**src/rtl/egg_timer_pkg.sv**
```systemverilog
`default_nettype none
// ============================================================================
// Module      : egg_timer_pkg
// Description : Shared types, constants and BCD helpers for multi_egg_timer.
// Revision    : 1.0 - initial release
// ============================================================================
package egg_timer_pkg;

  localparam int         TIME_W   = 14;
  localparam logic [3:0] ONES_MAX = 4'd9;
  localparam logic [2:0] TENS_MAX = 3'd5;

  typedef enum logic [2:0] {
    ST_IDLE   = 3'd0,
    ST_LOADED = 3'd1,
    ST_RUN    = 3'd2,
    ST_PAUSED = 3'd3,
    ST_ALARM  = 3'd4
  } ch_state_e;

  typedef struct packed {
    logic [2:0] m_tens;
    logic [3:0] m_ones;
    logic [2:0] s_tens;
    logic [3:0] s_ones;
  } bcd_time_t;

  localparam bcd_time_t BCD_ZERO = bcd_time_t'(14'd0);
  localparam bcd_time_t BCD_ONE  = bcd_time_t'(14'd1);

  function automatic logic bcd_valid(input bcd_time_t t);
    return (t.m_ones <= ONES_MAX) && (t.s_tens <= TENS_MAX) && (t.s_ones <= ONES_MAX);
  endfunction

  // One-second decrement with borrow ripple across the four digits.
  function automatic bcd_time_t bcd_dec(input bcd_time_t t);
    bcd_time_t r;
    r = t;
    if (t.s_ones != 4'd0) begin
      r.s_ones = t.s_ones - 4'd1;
    end else begin
      r.s_ones = ONES_MAX;
      if (t.s_tens != 3'd0) begin
        r.s_tens = t.s_tens - 3'd1;
      end else begin
        r.s_tens = TENS_MAX;
        if (t.m_ones != 4'd0) begin
          r.m_ones = t.m_ones - 4'd1;
        end else begin
          r.m_ones = ONES_MAX;
          r.m_tens = t.m_tens - 3'd1;
        end
      end
    end
    return r;
  endfunction

endpackage
`default_nettype wire

```
**src/rtl/egg_timer_channel.sv**
```systemverilog
`default_nettype none
// ============================================================================
// Module      : egg_timer_channel
// Description : One timer channel: control FSM plus BCD MM:SS downcounter.
//               EGG_TIMER_AUTO_RELOAD_EN: reload last valid load at 00:00.
// Revision    : 1.0 - initial release
// ============================================================================
module egg_timer_channel
  import egg_timer_pkg::*;
#(
  parameter int ALARM_SEC = 10
) (
  input  logic              clk,
  input  logic              reset,
  input  logic              tick_i,
  input  logic              load_en_i,
  input  logic [TIME_W-1:0] load_time_i,
  input  logic              start_i,
  input  logic              pause_i,
  input  logic              clear_i,
  output logic [TIME_W-1:0] time_o,
  output logic              running_o,
  output logic              done_o,
  output logic              alarm_o,
  output logic              load_err_o
);

  localparam int           AW         = (ALARM_SEC > 1) ? $clog2(ALARM_SEC) : 1;
  localparam logic [AW-1:0] ALARM_LAST = AW'(ALARM_SEC - 1);

  ch_state_e     state_q, state_d;
  bcd_time_t     time_q, time_d;
  logic [AW-1:0] acnt_q, acnt_d;
  logic          done_q, done_d;
  logic          lerr_q, lerr_d;
  bcd_time_t     w_load;
  logic          w_terminal;
`ifdef EGG_TIMER_AUTO_RELOAD_EN
  bcd_time_t     last_q, last_d;
`endif

  assign w_load     = bcd_time_t'(load_time_i);
  assign w_terminal = (time_q == BCD_ONE) || (time_q == BCD_ZERO);

  always_ff @(posedge clk) begin
    if (reset) begin
      state_q <= ST_IDLE;
      time_q  <= BCD_ZERO;
      acnt_q  <= '0;
      done_q  <= 1'b0;
      lerr_q  <= 1'b0;
`ifdef EGG_TIMER_AUTO_RELOAD_EN
      last_q  <= BCD_ZERO;
`endif
    end else begin
      state_q <= state_d;
      time_q  <= time_d;
      acnt_q  <= acnt_d;
      done_q  <= done_d;
      lerr_q  <= lerr_d;
`ifdef EGG_TIMER_AUTO_RELOAD_EN
      last_q  <= last_d;
`endif
    end
  end

  always_comb begin
    state_d = state_q;
    time_d  = time_q;
    acnt_d  = acnt_q;
    done_d  = 1'b0;
    lerr_d  = 1'b0;
`ifdef EGG_TIMER_AUTO_RELOAD_EN
    last_d  = last_q;
`endif
    if (clear_i) begin
      state_d = ST_IDLE;
      time_d  = BCD_ZERO;
      acnt_d  = '0;
    end else if (load_en_i && (state_q == ST_IDLE || state_q == ST_LOADED)) begin
      // A rejected load still consumes the cycle, so a same-cycle start is dropped.
      if (bcd_valid(w_load)) begin
        state_d = ST_LOADED;
        time_d  = w_load;
`ifdef EGG_TIMER_AUTO_RELOAD_EN
        last_d  = w_load;
`endif
      end else begin
        lerr_d = 1'b1;
      end
    end else begin
      unique case (state_q)
        ST_IDLE: ;
        ST_LOADED: begin
          if (start_i && (time_q != BCD_ZERO)) state_d = ST_RUN;
        end
        ST_RUN: begin
          if (tick_i) begin
            if (w_terminal) begin
              done_d = 1'b1;
`ifdef EGG_TIMER_AUTO_RELOAD_EN
              time_d = last_q;
`else
              time_d  = BCD_ZERO;
              state_d = ST_ALARM;
              acnt_d  = '0;
`endif
            end else begin
              time_d = bcd_dec(time_q);
            end
          end
          // The terminal tick wins over pause; otherwise the decremented value is kept.
          if (pause_i && (state_d == ST_RUN)) state_d = ST_PAUSED;
        end
        ST_PAUSED: begin
          if (start_i) state_d = ST_RUN;
        end
        ST_ALARM: begin
          if (tick_i) begin
            if (acnt_q == ALARM_LAST) begin
              state_d = ST_IDLE;
              time_d  = BCD_ZERO;
              acnt_d  = '0;
            end else begin
              acnt_d = acnt_q + AW'(1);
            end
          end
        end
        default: begin
          state_d = ST_IDLE;
          time_d  = BCD_ZERO;
        end
      endcase
    end
  end

  always_comb begin
    time_o     = time_q;
    running_o  = (state_q == ST_RUN);
    alarm_o    = (state_q == ST_ALARM);
    done_o     = done_q;
    load_err_o = lerr_q;
  end

endmodule
`default_nettype wire

```
**src/rtl/multi_egg_timer.sv**
```systemverilog
`default_nettype none
// ============================================================================
// Module      : multi_egg_timer
// Description : NUM_CH independent MM:SS egg timers sharing one-second tick.
//               EGG_TIMER_AUTO_RELOAD_EN selects auto-reload at 00:00.
// Revision    : 1.0 - initial release
// ============================================================================
module multi_egg_timer
  import egg_timer_pkg::*;
#(
  parameter int NUM_CH    = 2,
  parameter int TICK_DIV  = 50000000,
  parameter int ALARM_SEC = 10
) (
  input  logic                     clk,
  input  logic                     reset,
  input  logic [NUM_CH-1:0]        load_en,
  input  logic [TIME_W-1:0]        load_time,
  input  logic [NUM_CH-1:0]        start,
  input  logic [NUM_CH-1:0]        pause,
  input  logic [NUM_CH-1:0]        clear,
  output logic [TIME_W*NUM_CH-1:0] time_out,
  output logic [NUM_CH-1:0]        running,
  output logic [NUM_CH-1:0]        done,
  output logic [NUM_CH-1:0]        alarm,
  output logic [NUM_CH-1:0]        load_err
);

  localparam int            PW       = $clog2(TICK_DIV);
  localparam logic [PW-1:0] PRE_LAST = PW'(TICK_DIV - 1);

  logic [PW-1:0] presc_q, presc_d;
  logic          tick;

  assign tick    = (presc_q == PRE_LAST);
  assign presc_d = tick ? '0 : presc_q + PW'(1);

  always_ff @(posedge clk) begin
    if (reset) presc_q <= '0;
    else       presc_q <= presc_d;
  end

  generate
    for (genvar i = 0; i < NUM_CH; i++) begin : g_ch
      egg_timer_channel #(
        .ALARM_SEC (ALARM_SEC)
      ) u_channel (
        .clk         (clk),
        .reset       (reset),
        .tick_i      (tick),
        .load_en_i   (load_en[i]),
        .load_time_i (load_time),
        .start_i     (start[i]),
        .pause_i     (pause[i]),
        .clear_i     (clear[i]),
        .time_o      (time_out[TIME_W*i +: TIME_W]),
        .running_o   (running[i]),
        .done_o      (done[i]),
        .alarm_o     (alarm[i]),
        .load_err_o  (load_err[i])
      );
    end
  endgenerate

endmodule
`default_nettype wire

```
**config.mk**
```make
export PLATFORM = sky130hd
export DESIGN_NAME = multi_egg_timer
export DESIGN_NICKNAME = d
export VERILOG_FILES = /design/src/rtl/egg_timer_pkg.sv /design/src/rtl/egg_timer_channel.sv /design/src/rtl/multi_egg_timer.sv
export SDC_FILE = /design/constraint.sdc
export NUM_CORES = 1
export LEC_CHECK = 0
export CAP_MARGIN = 40
export CORE_MARGIN = 1.5
export CORE_UTILIZATION = 50
export CTS_CLUSTER_SIZE = 30
export DETAILED_ROUTE_END_ITERATION = 10
export PLACE_DENSITY_LB_ADDON = 0.05
export SLEW_MARGIN = 25
export SYNTH_ARGS = -nofsm -noshare
export SYNTH_HDL_FRONTEND = slang
export SYNTH_SLANG_ARGS = --single-unit
```
**constraint.sdc**
```tcl
create_clock -name clk -period 3.4 [get_ports clk]
set_input_delay 0.68 -clock clk [delete_from_list [all_inputs] [get_ports clk]]
set_output_delay 0.68 -clock clk [all_outputs]
set_load 0.005 [all_outputs]
```
==> impl_metrics.toml <==
[synth]
post_synth_instance_area_um2 = 4110
synth_flop_cell = "dfxtp_1"
yosys.area.top_type_share_pct = 35.1
postSynthCellCount = 521
synth_sequential_area_ratio_pct = 35.1
synthDominantAreaCellType = "dfxtp_1"
yosysUniqueCellTypes = 63
synthesis.nets = 561
async_flop_share_pct = 0
edff_count_synth = 0
synthesis.area_per_instance_um2 = 7.89
yosysWarningCount = 0
synth_top_cells_by_area = "dfxtp_1 35%, nor2_1 5.8%, ha_1 4.9%"
seq_cells_post_synth = 72

[detailed_routing]
drc = 0
ant_nets = 0
routed_vias = 4107
route.detailed.wl_per_inst_um = 16.4
vias_per_cell = 6.03
drtPass1Iterations = 5
drt_wl_total_mm = 11.2
dr.first_iter.drc_count = 246

[global_routing]
grt_usage_pct = 26.8
grt_max_degree = 25
globalRouteOverflowTotal = 0
grt_antenna_before_repair = 0
vias_in_the_first_global_route = 3814
wire_length_of_the_first_global_routing_pass_mm = 18.4

[timing]
post-route-worst-setup-slack_ns = 0.522
unrepaired_setup_endpoints_after_global_routing = "no"
timing_worst_slew_pin_value_ns = 0.683
fin_worst_skew_ns = 0.0109
final.setup.tns_ns = 0
finalCritPeriodShare_pct = 84.6
fmax_ghz = 0.347
finalSetupViolCount = 0
crit_path_time_final_ns = 2.88
slew-limit-headroom_pct = 54.5
whs_ns = 0.460
finalHoldViolations = 0
slew_violations = 0

[placed_design]
dpl.cell_count = 664
dp_worst_setup_slack_ns = 0.203
place.port_buffers = 59
post_dp_cell_area_um2 = 4760
place.gp.congestion = 0.930
estimated_wirelength_of_the_detail_placed_design_mm = 8.21

[min_path]
worst_hold_path.num_cells = 1
worst_hold_path.endpoint = "presc_q[0]"
hold_path.class = "register to register"
hp-start = "presc_q[0]"

[worst_setup_path]
endpoint_kind = "register"
required_ns = 3.70
worst_r2r_path_depth = 6
critical_path_arrival_ns = 3.17
crit-reg2reg-launch = "g_ch[0].u_channel.time_o[4]"
critical-path-slowest-cell = "clkdlybuf4s50_1"
worst-r2r-setup-slack_ns = 0.66
critical_path.n_buffers_inverters = 2
crit_type = "input pin to register"
slowest_delay_ns = 0.47
cp-start-kind = "input pin"
critical_path_peak_fanout = 10
timing.critical_path.max_delay_family = "compound AO/OA/AOI/OAI gates"
regToRegEndpoint = "g_ch[0].u_channel.time_o[8]"
critical_path.cell_chain = "clkdlybuf4s50_1, o21ai_0, nand3_1, a211oi_1, o21ai_1, buf_4, or3_1, a21oi_1"

[power_and_ir_drop]
internal_power_mw = 1.51
net-switching-power_mw = 0.521
pwr-share-clk_pct = 43.2
vdd.ir_drop.worst_v = 0.000231
swShare_pct = 25.6
comb_power_share_pct = 13.5
p_leak_nw = 1.81
power_density_relative_to_cell_area_nw_per_um2 = 404
power_frac_seq_pct = 43.3

[job]
cap_violations = 0

[clocking]
cts-buffers-inserted = 9
ctsHoldBuffers = 0
cts_root_buffer = "clkbuf_8"
postCtsSetupBuffers = 0
tritoncts_num_sinks = 72
clock_path_buffers = 2
cts_resizes = 0
tritoncts = "built"
cts_clk_pin_slew_worst_paths_ns = 0.08
clock_tree.htree_level_count = 3
clkLatencyLatePin_ns = 0.36

[status]
run_status = "complete, no violations"

[finish]
post_layout_nonfiller_instances = 681
post_route_cells_drive_above_1_share_pct = 6.04
antenna-diode-count = 0
post_route_cell_area_um2 = 5020
area_delta_synth_final_pct = 22.2
finalNetCount = 614

[floorplanning]
dieHeight_um = 93.7
die_width_um = 93.7
fp.dieArea_um2 = 8780
num_io_pins = 60
number_of_standard_cell_rows_in_the_floorplan = 32
initial_core_util_pct = 52.4
core_area_um2 = 7850
## metal layers
metal  track usage, %  share of wire, %
met3             5.02               5.6
met4             10.1               1.9
met5                0                 0
met1             36.7                46
met2             41.7                46
## stage by stage
stage | total power, mW | utilization, %
floorplan | 1.06 | -
global placement | 1.16 | 60.6
detailed placement | 1.17 | 60.7
CTS | 2.04 | 63.9
global route | 2.11 | 64.0
finish | 2.03 | 64.0
## worst max path at each step
stage,startpoint,to,slack [ns],cells after the start
detailed placement,load_time[1],g_ch[0].u_channel.time_o[12],0.20,8
global route,load_time[9],g_ch[0].u_channel.time_o[12],0.27,8
global placement,load_time[1],g_ch[0].u_channel.time_o[12],0.27,7
finish,load_time[1],g_ch[0].u_channel.time_o[12],0.52,8
floorplan,presc_q[0],g_ch[1].u_channel.acnt_q[1],1.08,8
CTS,load_time[1],g_ch[0].u_channel.time_o[12],0.54,8
## cell usage after synthesis, drive strengths merged, types with 8 or more instances
cell type and n:
ha 16, nand4 9, nor3 18, dfxtp 72
a21oi 34, clkbuf 12, nand3 25, a221oi 10
inv 27, nor2b 11, nor2 64, a211oi 19
or3 8, buf 14, nand2 44, xnor2 10
xor2 14, o21ai 25
## state kept, by name (all words and copies together), names as in the netlist
| register | cells |
|---|---|
| g_ch.u_channel.acnt_q | 8 |
| g_ch.u_channel.done_o | 2 |
| g_ch.u_channel.load_err_o | 2 |
| g_ch.u_channel.state_q | 6 |
| g_ch.u_channel.time_o | 28 |
| presc_q | 26 |
## final cells by class
| cell class | count | area, um^2 |
|---|---|---|
| Fill cell | 735 | 2830 |
| Clock inverter | 4 | 98.8 |
| Tap cell | 102 | 128 |
| Sequential cell | 72 | 1440 |
| Timing Repair Buffer | 68 | 656 |
| Multi-Input combinational cell | 396 | 2440 |
| Inverter | 27 | 101 |
| Clock buffer | 12 | 155 |
## power by group through the flow
| stage | Clock, mW | Combinational (mW) | Sequential [mW] |
|---|---|---|---|
| floorplan | 0 | 0.161 | 0.895 |
| global placement | 0 | 0.262 | 0.898 |
| detailed placement | 0 | 0.266 | 0.899 |
| CTS | 0.891 | 0.270 | 0.879 |
| global route | 0.923 | 0.302 | 0.882 |
| finish | 0.877 | 0.273 | 0.880 |
## layout by cell type (no fill, tap or decap), types with 3 or more instances in the layout
master,instances
or3_1,8
nand2b_1,6
o21a_1,3
a22oi_1,4
nor2_1,63
and3_1,4
a211oi_1,19
nor3b_1,5
xnor2_1,10
inv_1,27
a21oi_1,34
or4_1,6
xor2_1,14
a31oi_1,3
and2_1,3
nor3_1,18
buf_4,8
o21ai_0,22
bufinv_16,3
o211a_1,3
or2_2,4
nand4_1,9
nor4_1,5
clkdlybuf4s50_1,59
clkbuf_8,11
and4_1,3
a221oi_1,10
o211ai_1,3
dfxtp_1,72
nand3_1,25
ha_1,16
nand2_1,44
nor2b_1,11
## worst register-to-register path, delay by kind of cell (launching register included)
kind	cells	cell delay, ns
AOI/OAI and AO/OA	4	1.22
and+or+nand+nor	2	1.00
DFF	1	0.38
## cells by family after synthesis
kind of cell	count (synthesis)	share of synthesized area, %
adder cells (fa/ha/maj)	16	4.87
multiplexers	1	0.243
AO/OA/AOI/OAI	129	21.2
XOR/XNOR	24	5.11
flip-flops	72	35.1
buffers and inverters	53	5.66
AND/OR/NAND/NOR	226	27.9
(Power assumes the default switching activity.)
